`config.mk`:
```
export PLATFORM = sky130hd
export DESIGN_NAME = fp_normalize_round_flat
export DESIGN_NICKNAME = d
export VERILOG_FILES = /design/src/rtl/fp_normalize_round_pkg.sv /design/src/rtl/fp_normalize_round_if.sv /design/src/rtl/fp_normalize_round_lzc.sv /design/src/rtl/fp_normalize_round.sv /design/src/flat_wrapper.sv
export SDC_FILE = /design/constraint.sdc
export NUM_CORES = 1
export LEC_CHECK = 0
export BUFFER_PORTS_ARGS = -buffer_cell sky130_fd_sc_hd__buf_4
export CAP_MARGIN = 20
export CELL_PAD_IN_SITES_DETAIL_PLACEMENT = 1
export CELL_PAD_IN_SITES_GLOBAL_PLACEMENT = 1
export CORE_ASPECT_RATIO = 1.25
export CORE_UTILIZATION = 39
export DETAILED_ROUTE_END_ITERATION = 8
export PLACE_DENSITY = 0.84
export SLEW_MARGIN = 20
export SYNTH_ARGS = -nofsm -noshare
export SYNTH_HDL_FRONTEND = slang
export SYNTH_SLANG_ARGS = --single-unit
export TNS_END_PERCENT = 10
```
`constraint.sdc`:
```
create_clock -name clk -period 12.8 [get_ports clk]
set_input_delay 1.92 -clock clk [delete_from_list [all_inputs] [get_ports clk]]
set_output_delay 1.92 -clock clk [all_outputs]
set_load 0.005 [all_outputs]
```
`src/rtl/fp_normalize_round_pkg.sv`:
```
// Shared FP normalise/round types: rounding modes, exponent constants, stage payload and flags.
// Pure declarations; no timing or flow-control behaviour of its own.
package fp_pkg;

  typedef enum logic [1:0] {
    RNE = 2'd0,
    RTZ = 2'd1,
    RUP = 2'd2,
    RDN = 2'd3
  } rm_e;

  function automatic int fp_bias(input int exp_w);
    return (1 << (exp_w - 1)) - 1;
  endfunction

  function automatic int fp_exp_max(input int exp_w);
    return (1 << exp_w) - 1;
  endfunction

  // Width-independent part of the stage-1 payload; the top appends exponent and significand.
  typedef struct packed {
    logic sign;
    logic zero;
    rm_e  rm;
    logic sticky;
  } s1_ctl_t;

  typedef struct packed {
    logic overflow;
    logic underflow;
    logic inexact;
  } fp_flags_t;

endpackage

```
`src/rtl/fp_normalize_round_if.sv`:
```
// Input/output bus of the normalise-and-round unit, valid/ready on both sides.
// master = upstream/downstream environment, slave = the unit itself.
interface fp_normalize_round_if #(
  parameter int EXP_W = 8,
  parameter int MAN_W = 23,
  parameter int SIG_W = MAN_W + 4
);
  logic                   in_valid;
  logic                   in_ready;
  logic                   in_sign;
  logic [EXP_W-1:0]       in_exp;
  logic [SIG_W-1:0]       in_mant;
  logic                   in_sticky;
  logic [1:0]             in_rm;
  logic                   out_valid;
  logic                   out_ready;
  logic [EXP_W+MAN_W:0]   out_result;
  logic                   out_overflow;
  logic                   out_underflow;
  logic                   out_inexact;

  modport master (
    output in_valid, in_sign, in_exp, in_mant, in_sticky, in_rm, out_ready,
    input  in_ready, out_valid, out_result, out_overflow, out_underflow, out_inexact
  );

  modport slave (
    input  in_valid, in_sign, in_exp, in_mant, in_sticky, in_rm, out_ready,
    output in_ready, out_valid, out_result, out_overflow, out_underflow, out_inexact
  );
endinterface

```
`src/rtl/fp_normalize_round_lzc.sv`:
```
// Leading-zero counter; all-zero input returns WIDTH.
// Purely combinational, no flow control.
module fp_lzc #(
  parameter int WIDTH = 26,
  parameter int CW    = $clog2(WIDTH + 1)
) (
  input  logic [WIDTH-1:0] din,
  output logic [CW-1:0]    cnt
);

  // Scanning upward lets the most significant set bit overwrite earlier hits.
  always_comb begin
    cnt = CW'(WIDTH);
    for (int i = 0; i < WIDTH; i++) begin
      if (din[i]) cnt = CW'(WIDTH - 1 - i);
    end
  end

endmodule

```
`src/rtl/fp_normalize_round.sv`:
```
// Two-stage normalise + round to packed IEEE-754; 2-cycle latency, 1/cycle throughput.
// Stalls hold both stages under out_ready=0; FPN_SUBNORMAL_EN keeps subnormals instead of flushing.
module fp_normalize_round
  import fp_pkg::*;
#(
  parameter int EXP_W = 8,
  parameter int MAN_W = 23,
  parameter int SIG_W = MAN_W + 4
) (
  input logic               clk,
  input logic               rst_n,
  fp_normalize_round_if.slave bus
);

  localparam int XW  = EXP_W + 2;
  localparam int NW  = SIG_W - 1;
  localparam int LZW = $clog2(NW + 1);
  localparam int RW  = EXP_W + MAN_W + 1;
  localparam logic [XW-1:0] EXP_MAX_X = XW'(fp_exp_max(EXP_W));

  // sig: hidden, MAN_W fraction, guard, round; exp is two's complement.
  typedef struct packed {
    s1_ctl_t       ctl;
    logic [XW-1:0] exp;
    logic [NW-1:0] sig;
  } s1_pay_t;

  logic            s1_vld_q, s1_vld_d;
  s1_pay_t         s1_q, s1_d;
  logic            out_vld_q, out_vld_d;
  logic [RW-1:0]   out_res_q, out_res_d;
  fp_flags_t       out_flg_q, out_flg_d;

  logic [LZW-1:0]  lz;
  logic [XW-1:0]   shamt;
  logic [XW-1:0]   eff_exp;
  s1_pay_t         s1_pay;

  logic            s2_adv;
  logic            in_rdy;

  logic            g, s, lsb, inc, inexact;
  logic [MAN_W+1:0] rnd;
  logic [XW-1:0]   exp_r;
  logic            hid_r;
  logic            to_inf;
  logic [RW-1:0]   rnd_res;
  fp_flags_t       rnd_flg;

  fp_lzc #(.WIDTH(NW), .CW(LZW)) u_lzc (
    .din (bus.in_mant[NW-1:0]),
    .cnt (lz)
  );

  // Stage 1: normalise so the hidden bit lands at sig[NW-1].
  always_comb begin
    shamt = XW'(lz);
`ifdef FPN_SUBNORMAL_EN
    eff_exp = (bus.in_exp == '0) ? XW'(1) : XW'(bus.in_exp);
    if (shamt > eff_exp - XW'(1)) shamt = eff_exp - XW'(1);
`else
    eff_exp = XW'(bus.in_exp);
`endif
    s1_pay          = '0;
    s1_pay.ctl.sign = bus.in_sign;
    s1_pay.ctl.zero = (bus.in_mant == '0) && !bus.in_sticky;
    s1_pay.ctl.rm   = rm_e'(bus.in_rm);
    if (bus.in_mant[SIG_W-1]) begin
      s1_pay.sig        = bus.in_mant[SIG_W-1:1];
      s1_pay.ctl.sticky = bus.in_sticky | bus.in_mant[0];
      s1_pay.exp        = XW'(bus.in_exp) + XW'(1);
    end else begin
      s1_pay.sig        = bus.in_mant[NW-1:0] << shamt;
      s1_pay.ctl.sticky = bus.in_sticky;
      s1_pay.exp        = eff_exp - shamt;
    end
  end

  // Stage 2: round, then classify zero / underflow / overflow.
  always_comb begin
    g       = s1_q.sig[1];
    s       = s1_q.sig[0] | s1_q.ctl.sticky;
    lsb     = s1_q.sig[2];
    inexact = g | s;
    case (s1_q.ctl.rm)
      RNE:     inc = g && (s || lsb);
      RTZ:     inc = 1'b0;
      RUP:     inc = !s1_q.ctl.sign && inexact;
      RDN:     inc = s1_q.ctl.sign && inexact;
      default: inc = 1'b0;
    endcase
    rnd    = {1'b0, s1_q.sig[NW-1:2]} + (MAN_W+2)'(inc);
    exp_r  = s1_q.exp + XW'(rnd[MAN_W+1]);
    hid_r  = rnd[MAN_W+1] | rnd[MAN_W];
    to_inf = (s1_q.ctl.rm == RNE) ||
             (s1_q.ctl.rm == RUP && !s1_q.ctl.sign) ||
             (s1_q.ctl.rm == RDN && s1_q.ctl.sign);

    rnd_res = '0;
    rnd_flg = '0;
    if (s1_q.ctl.zero) begin
      rnd_res = {(s1_q.ctl.rm == RDN), {(RW-1){1'b0}}};
`ifndef FPN_SUBNORMAL_EN
    end else if ($signed(s1_q.exp) <= 0 || !s1_q.sig[NW-1]) begin
      rnd_res           = {s1_q.ctl.sign, {(RW-1){1'b0}}};
      rnd_flg.underflow = 1'b1;
      rnd_flg.inexact   = 1'b1;
`endif
    end else if ($signed(exp_r) >= $signed(EXP_MAX_X)) begin
      rnd_flg.overflow = 1'b1;
      rnd_flg.inexact  = 1'b1;
      if (to_inf) rnd_res = {s1_q.ctl.sign, {EXP_W{1'b1}}, {MAN_W{1'b0}}};
      else        rnd_res = {s1_q.ctl.sign, {(EXP_W-1){1'b1}}, 1'b0, {MAN_W{1'b1}}};
    end else begin
      rnd_res         = {s1_q.ctl.sign, (hid_r ? exp_r[EXP_W-1:0] : {EXP_W{1'b0}}), rnd[MAN_W-1:0]};
      rnd_flg.inexact = inexact;
`ifdef FPN_SUBNORMAL_EN
      rnd_flg.underflow = !hid_r && inexact;
`endif
    end
  end

  // Pipeline control: each stage moves when its successor is empty or draining.
  always_comb begin
    s2_adv    = !out_vld_q || bus.out_ready;
    in_rdy    = !s1_vld_q || s2_adv;
    s1_vld_d  = in_rdy ? bus.in_valid : s1_vld_q;
    s1_d      = (bus.in_valid && in_rdy) ? s1_pay : s1_q;
    out_vld_d = s2_adv ? s1_vld_q : out_vld_q;
    out_res_d = (s2_adv && s1_vld_q) ? rnd_res : out_res_q;
    out_flg_d = (s2_adv && s1_vld_q) ? rnd_flg : out_flg_q;
  end

  always_ff @(posedge clk or negedge rst_n) begin
    if (!rst_n) begin
      s1_vld_q  <= 1'b0;
      s1_q      <= '0;
      out_vld_q <= 1'b0;
      out_res_q <= '0;
      out_flg_q <= '0;
    end else begin
      s1_vld_q  <= s1_vld_d;
      s1_q      <= s1_d;
      out_vld_q <= out_vld_d;
      out_res_q <= out_res_d;
      out_flg_q <= out_flg_d;
    end
  end

  assign bus.in_ready      = in_rdy;
  assign bus.out_valid     = out_vld_q;
  assign bus.out_result    = out_res_q;
  assign bus.out_overflow  = out_flg_q.overflow;
  assign bus.out_underflow = out_flg_q.underflow;
  assign bus.out_inexact   = out_flg_q.inexact;

endmodule

```
`src/flat_wrapper.sv`:
```
// flat-port wrapper written by rule: the top's interface ports become plain ports
module fp_normalize_round_flat import fp_pkg::*;
#(
  parameter int EXP_W = 8,
  parameter int MAN_W = 23,
  parameter int SIG_W = MAN_W + 4
)
  (clk, rst_n, bus_in_valid, bus_in_sign, bus_in_exp, bus_in_mant, bus_in_sticky, bus_in_rm, bus_out_ready, bus_in_ready, bus_out_valid, bus_out_result, bus_out_overflow, bus_out_underflow, bus_out_inexact);
  fp_normalize_round_if #(.EXP_W(EXP_W), .MAN_W(MAN_W), .SIG_W(SIG_W)) bus_i ();
  input logic clk;
  input logic rst_n;
  input wire logic [$bits(bus_i.in_valid)-1:0] bus_in_valid;
  input wire logic [$bits(bus_i.in_sign)-1:0] bus_in_sign;
  input wire logic [$bits(bus_i.in_exp)-1:0] bus_in_exp;
  input wire logic [$bits(bus_i.in_mant)-1:0] bus_in_mant;
  input wire logic [$bits(bus_i.in_sticky)-1:0] bus_in_sticky;
  input wire logic [$bits(bus_i.in_rm)-1:0] bus_in_rm;
  input wire logic [$bits(bus_i.out_ready)-1:0] bus_out_ready;
  output wire logic [$bits(bus_i.in_ready)-1:0] bus_in_ready;
  output wire logic [$bits(bus_i.out_valid)-1:0] bus_out_valid;
  output wire logic [$bits(bus_i.out_result)-1:0] bus_out_result;
  output wire logic [$bits(bus_i.out_overflow)-1:0] bus_out_overflow;
  output wire logic [$bits(bus_i.out_underflow)-1:0] bus_out_underflow;
  output wire logic [$bits(bus_i.out_inexact)-1:0] bus_out_inexact;
  assign bus_i.in_valid = bus_in_valid;
  assign bus_i.in_sign = bus_in_sign;
  assign bus_i.in_exp = bus_in_exp;
  assign bus_i.in_mant = bus_in_mant;
  assign bus_i.in_sticky = bus_in_sticky;
  assign bus_i.in_rm = bus_in_rm;
  assign bus_i.out_ready = bus_out_ready;
  assign bus_in_ready = bus_i.in_ready;
  assign bus_out_valid = bus_i.out_valid;
  assign bus_out_result = bus_i.out_result;
  assign bus_out_overflow = bus_i.out_overflow;
  assign bus_out_underflow = bus_i.out_underflow;
  assign bus_out_inexact = bus_i.out_inexact;
  fp_normalize_round #(.EXP_W(EXP_W), .MAN_W(MAN_W), .SIG_W(SIG_W)) u_core (.clk(clk), .rst_n(rst_n), .bus(bus_i));
endmodule
```
==> summary by stage <==
STA
In this run the tightest slew margin relative to its limit is 0.332. The max-slew violation count is 0. Static timing analysis puts the maximum clock frequency at about 0.18 GHz.

For the pin with the worst max-slew slack, the measured transition is 1.00 ns. The clock arrives with about 0.0066 ns of skew. The sum of negative setup slack is 0 ns. The total of endpoints with negative setup slack in the final report is 0. Setup repair after global routing left no endpoint under its margin. In the finished design, the share of the clock period the worst path needs comes to 0.423. For the finished layout, the period the worst path requires is 5.41 ns. Once routing completed, OpenROAD measured the worst setup slack at 7.39 ns.

The hold violation count in the final report is 0.

Pwr
The power density normalized to cell area is about 130 nW/um2. In this run the static leakage power is a little over 3 nW. The analysis attributes to net switching a power of ~0.27 mW.

The power share of the combinational group is 0.292. Of the total power, the share spent switching nets is 0.313. The internal power is ~0.59 mW. The fraction of power consumed by sequential logic is 0.394.

The share of total power dissipated in the clock network is 0.314. VDD sags by at most 0.0861 mV.

Clock network
The H-tree was split into 3 levels. The post-CTS setup buffer count is 0. The root buffer cell is sky130_fd_sc_hd__clkbuf_16.

The total of cells resized after clock tree synthesis is 0. The clock-pin slew reported for the worst setup and hold paths after clock tree synthesis is around 0.06 ns. The clock latency on the worst-skew pair is roughly 0.34 ns. CTS saw 78 sinks.

The number of buffers added by the clock tree synthesis step is 9. The buffer depth of the longest clock path is 2. The number of hold buffers added after CTS was 0. TritonCTS built the clock tree.

Detailed routing
The first TritonRoute pass finished after 4 iterations. In this run the remaining antenna-violating nets after routing total 0. Summing over every cut layer, the via total after detailed routing is about 5,300.

The detailed-route wire length is between 15 and 20 mm. The detailed router finished its first iteration with 370 violations. After detailed routing, the average wire length per cell comes to 20.4 um. After detailed routing, the number of remaining DRC violations is 0. The average vias per placed instance is 5.92.

Worst hold path
The worst hold-check path type is reg2reg.

Die
The floorplan step defined a core boundary enclosing about 14,000 um2. In this run the core area contains 48 standard-cell rows. The area enclosed by the die boundary is 15,100 um2. The floorplan step set the die height to approximately 140 um. The floorplan step set the die width to between 100 and 150 um. For this configuration, the core starts out at a cell density of 0.406. The I/O pin count is 80.

Worst setup path
The startpoint class of the critical path is a flop. The critical path class is reg2reg. The required time reported for the critical path endpoint is between 10 and 15 ns. The worst endpoint data arrival time is between 5 and 6 ns. The start point of the critical path is u_core.s1_q[38]. Counting cells, the worst reg-to-reg path comes to 20.

In this run the critical register-to-register path is captured at u_core.bus.out_result[25]. In this run the worst setup path terminates at u_core.bus.out_result[25]. Of all nets on the critical path, the largest fanout is 27. The launching point of the worst reg2reg path is u_core.s1_q[38].

The setup check on the worst reg-to-reg path leaves a slack of roughly 7.4 ns. The worst setup path is captured at a flop.

GRT
Entering global routing, the biggest net connects 79 pins. The total routing usage reported by global routing is 0.261. The wire length of the first global-routing pass is 30.0 mm. Global routing finished with a remaining overflow of 0. The via count of the first global-routing pass came to 5,523.

The initial antenna violation count came to 0.

Yosys
The average footprint of a synthesized cell is about 8.7 um2. In this run, synthesis inferred 0 flip-flops with an integrated enable. After synthesis, the share of cell area in mux cells is 0.104. For this run, the leading register cell type out of synthesis is sky130_fd_sc_hd__dfrtp_1. The proportion of synthesized chip area in sequential cells is 0.343. The number of distinct library cells after synthesis is 70.

Of the total synthesized cell area, the portion taken by XOR and XNOR cells is 0.0555. After technology mapping, the gate count stands at 657. By area, the combinational part of the netlist is dominated by compound AO/OA/AOI/OAI gates. The fraction of the mapped netlist area in compound gates is 0.229. The post-synthesis share of cell area spent on and, or, nand and nor gates is 0.203. The number of synthesized register bits is 78.

The synthesized netlist occupies a cell area of around 5700 um2. The net count after synthesis is 711. The total of warnings raised by yosys is 0.

For this run, asynchronously set or reset flops after synthesis account for 1.00. The adder and majority gate portion of the synthesized area is 0.0255.

Place
At the end of routability-driven placement, the weighted congestion stood at 0.926. The area after detailed placement is between 6000 and 7000 um2. Summed over all nets, the half-perimeter wirelength after detailed placement is between 10 and 15 mm. The count of placed standard cells including taps is a little under 900. During placement, the flow inserted port buffers numbering a little under 80. Prior to clock tree synthesis, the placed netlist has a worst setup slack of around 7.4 ns.

Job
Max-cap violations in this run came to 0.

Layout
After the flow finishes, the layout carries non-filler instances totaling 897. From synthesis to final layout, the design area changed by 18.3%. In the final design database the tool counted just under 800 nets. Of the cells placed in the final design, the portion with a size suffix greater than 1 is 0.184. The final design area excluding fillers is between 6000 and 7000 um2. The antenna diode instance count is 0.

Run status
The run finished with clean final reports.
==> cells in the final DEF (no fill, tap or decap), types with 8 or more instances in the layout <==
cell type	Yosys	final
sky130_fd_sc_hd__nand2_1	87	87
sky130_fd_sc_hd__nand3_1	25	25
sky130_fd_sc_hd__a221o_1	11	11
sky130_fd_sc_hd__buf_4	1	86
sky130_fd_sc_hd__xor2_1	22	22
sky130_fd_sc_hd__a221oi_1	11	11
sky130_fd_sc_hd__nor3_1	11	11
sky130_fd_sc_hd__dfrtp_1	78	78
sky130_fd_sc_hd__o21ai_0	29	29
sky130_fd_sc_hd__and3_1	15	15
sky130_fd_sc_hd__clkbuf_16	0	9
sky130_fd_sc_hd__mux2i_1	40	40
sky130_fd_sc_hd__ha_1	10	10
sky130_fd_sc_hd__nand2b_1	11	11
sky130_fd_sc_hd__a22o_1	24	24
sky130_fd_sc_hd__inv_1	8	8
sky130_fd_sc_hd__a21oi_1	28	28
sky130_fd_sc_hd__xnor2_1	14	14
sky130_fd_sc_hd__nor2_1	77	76
==> cell usage after synthesis (4+ instances only) <==
master,count,area (um2)
sky130_fd_sc_hd__a21o_1,4,30.0
sky130_fd_sc_hd__a21oi_1,28,140
sky130_fd_sc_hd__a221o_1,11,110
sky130_fd_sc_hd__a221oi_1,11,96.3
sky130_fd_sc_hd__a22o_1,24,210
sky130_fd_sc_hd__a31oi_1,8,50.1
sky130_fd_sc_hd__and2_1,4,25.0
sky130_fd_sc_hd__and3_1,15,93.8
sky130_fd_sc_hd__buf_2,8,40.0
sky130_fd_sc_hd__clkbuf_1,24,90.1
sky130_fd_sc_hd__dfrtp_1,78,1950
sky130_fd_sc_hd__ha_1,10,125
sky130_fd_sc_hd__inv_1,8,30.0
sky130_fd_sc_hd__inv_2,4,15.0
sky130_fd_sc_hd__mux2_2,4,45.0
sky130_fd_sc_hd__mux2i_1,40,400
sky130_fd_sc_hd__mux2i_2,4,55.1
sky130_fd_sc_hd__mux2i_4,4,90.1
sky130_fd_sc_hd__nand2_1,87,327
sky130_fd_sc_hd__nand2b_1,11,68.8
sky130_fd_sc_hd__nand3_1,25,125
sky130_fd_sc_hd__nand4_1,4,25.0
sky130_fd_sc_hd__nor2_1,77,289
sky130_fd_sc_hd__nor3_1,11,55.1
sky130_fd_sc_hd__nor4_1,6,37.5
sky130_fd_sc_hd__o211ai_1,4,30.0
sky130_fd_sc_hd__o21a_1,7,52.6
sky130_fd_sc_hd__o21ai_0,29,145
sky130_fd_sc_hd__o21ai_1,7,35.0
sky130_fd_sc_hd__o22ai_1,5,31.3
sky130_fd_sc_hd__o31ai_1,4,30.0
sky130_fd_sc_hd__xnor2_1,14,123
sky130_fd_sc_hd__xor2_1,22,193
==> worst max-delay path: stages (launching register included) <==
cell	delay [ns]
sky130_fd_sc_hd__dfrtp_1	0.43
sky130_fd_sc_hd__and2_1	0.18
sky130_fd_sc_hd__ha_1	0.27
sky130_fd_sc_hd__nor2_1	0.10
sky130_fd_sc_hd__nand2_1	0.07
sky130_fd_sc_hd__o41ai_1	0.08
sky130_fd_sc_hd__ha_1	0.29
sky130_fd_sc_hd__ha_1	0.25
sky130_fd_sc_hd__and3_1	0.24
sky130_fd_sc_hd__and2_1	0.24
sky130_fd_sc_hd__nand3_1	0.19
sky130_fd_sc_hd__nor2_1	0.24
sky130_fd_sc_hd__ha_1	0.24
sky130_fd_sc_hd__ha_1	0.22
sky130_fd_sc_hd__inv_1	0.07
sky130_fd_sc_hd__or3_1	0.41
sky130_fd_sc_hd__o22ai_1	0.17
sky130_fd_sc_hd__o21ai_1	0.10
sky130_fd_sc_hd__a22oi_2	0.76
sky130_fd_sc_hd__nor2_1	0.35
sky130_fd_sc_hd__a221o_1	0.38
==> metrics by stage <==
stage / total power, mW / utilization / hold slack (ns)
6_report: 0.864 / 0.481 / 0.480
5_1_grt: 0.911 / 0.481 / 0.505
4_1_cts: 0.868 / 0.478 / 0.484
3_5_place_dp: 0.594 / 0.456 / 0.471
3_3_place_gp: 0.583 / 0.456 / 0.470
2_1_floorplan: 0.479 / - / 0.457
==> flip-flops by register name (all words and copies together) (netlist names) <==
name                      cells
u_core.s1_q                  39
u_core.bus.out_result        32
u_core.bus.out_underflow      1
u_core.bus.out_inexact        1
u_core.bus.out_valid          1
u_core.lsb                    1
u_core.g                      1
u_core.s1_vld_q               1
u_core.bus.out_overflow       1
==> layout make-up <==
class,instances,area (um2)
Clock buffer,12,246
Timing Repair Buffer,87,673
Sequential cell,78,1950
Tap cell,175,219
Inverter,12,45.0
Clock inverter,4,70.1
Multi-Input combinational cell,529,3520
Fill cell,1645,7270
==> logic make-up (layout without fill, tap and decap cells) <==
logic type,after synthesis,count (layout)
AOI/OAI and AO/OA,176,176
xor gates and xnor gates,36,36
adders and majority gates,11,11
buffers and inverters,50,115
DFF,78,78
muxes,52,52
and+or+nand+nor,254,254
==> metal layers <==
| metal | wire (um) | vias to the layer above | global-route usage |
|---|---|---|---|
| met4 | 518 | 0 | 0.0941 |
| met5 | 0 | - | 0 |
| met1 | 8040 | 2627 | 0.336 |
| met2 | 9200 | 119 | 0.444 |
| li1 | - | 2539 | - |
| met3 | 584 | 28 | 0.0324 |
==> worst min path at each step <==
stage                                          from                        end  slack (ns)  depth (start not counted)
after floorplan                     u_core.s1_vld_q       u_core.bus.out_valid        0.46                          1
after global placement    u_core.bus.out_result[31]  u_core.bus.out_result[31]        0.47                          2
after detailed placement     u_core.bus.out_inexact     u_core.bus.out_inexact        0.47                          1
after CTS                    u_core.bus.out_inexact     u_core.bus.out_inexact        0.48                          1
after global routing        u_core.bus.out_overflow    u_core.bus.out_overflow        0.50                          1
final                       u_core.bus.out_overflow    u_core.bus.out_overflow        0.48                          1
==> power groups by stage <==
stage,clock network [mW],logic [mW],registers [mW]
4_1_cts,0.274,0.253,0.340
3_3_place_gp,0,0.243,0.341
5_1_grt,0.285,0.280,0.347
3_5_place_dp,0,0.251,0.343
6_report,0.271,0.252,0.340
2_1_floorplan,0,0.146,0.332
Note: power is estimated with default switching activity, not from simulation.
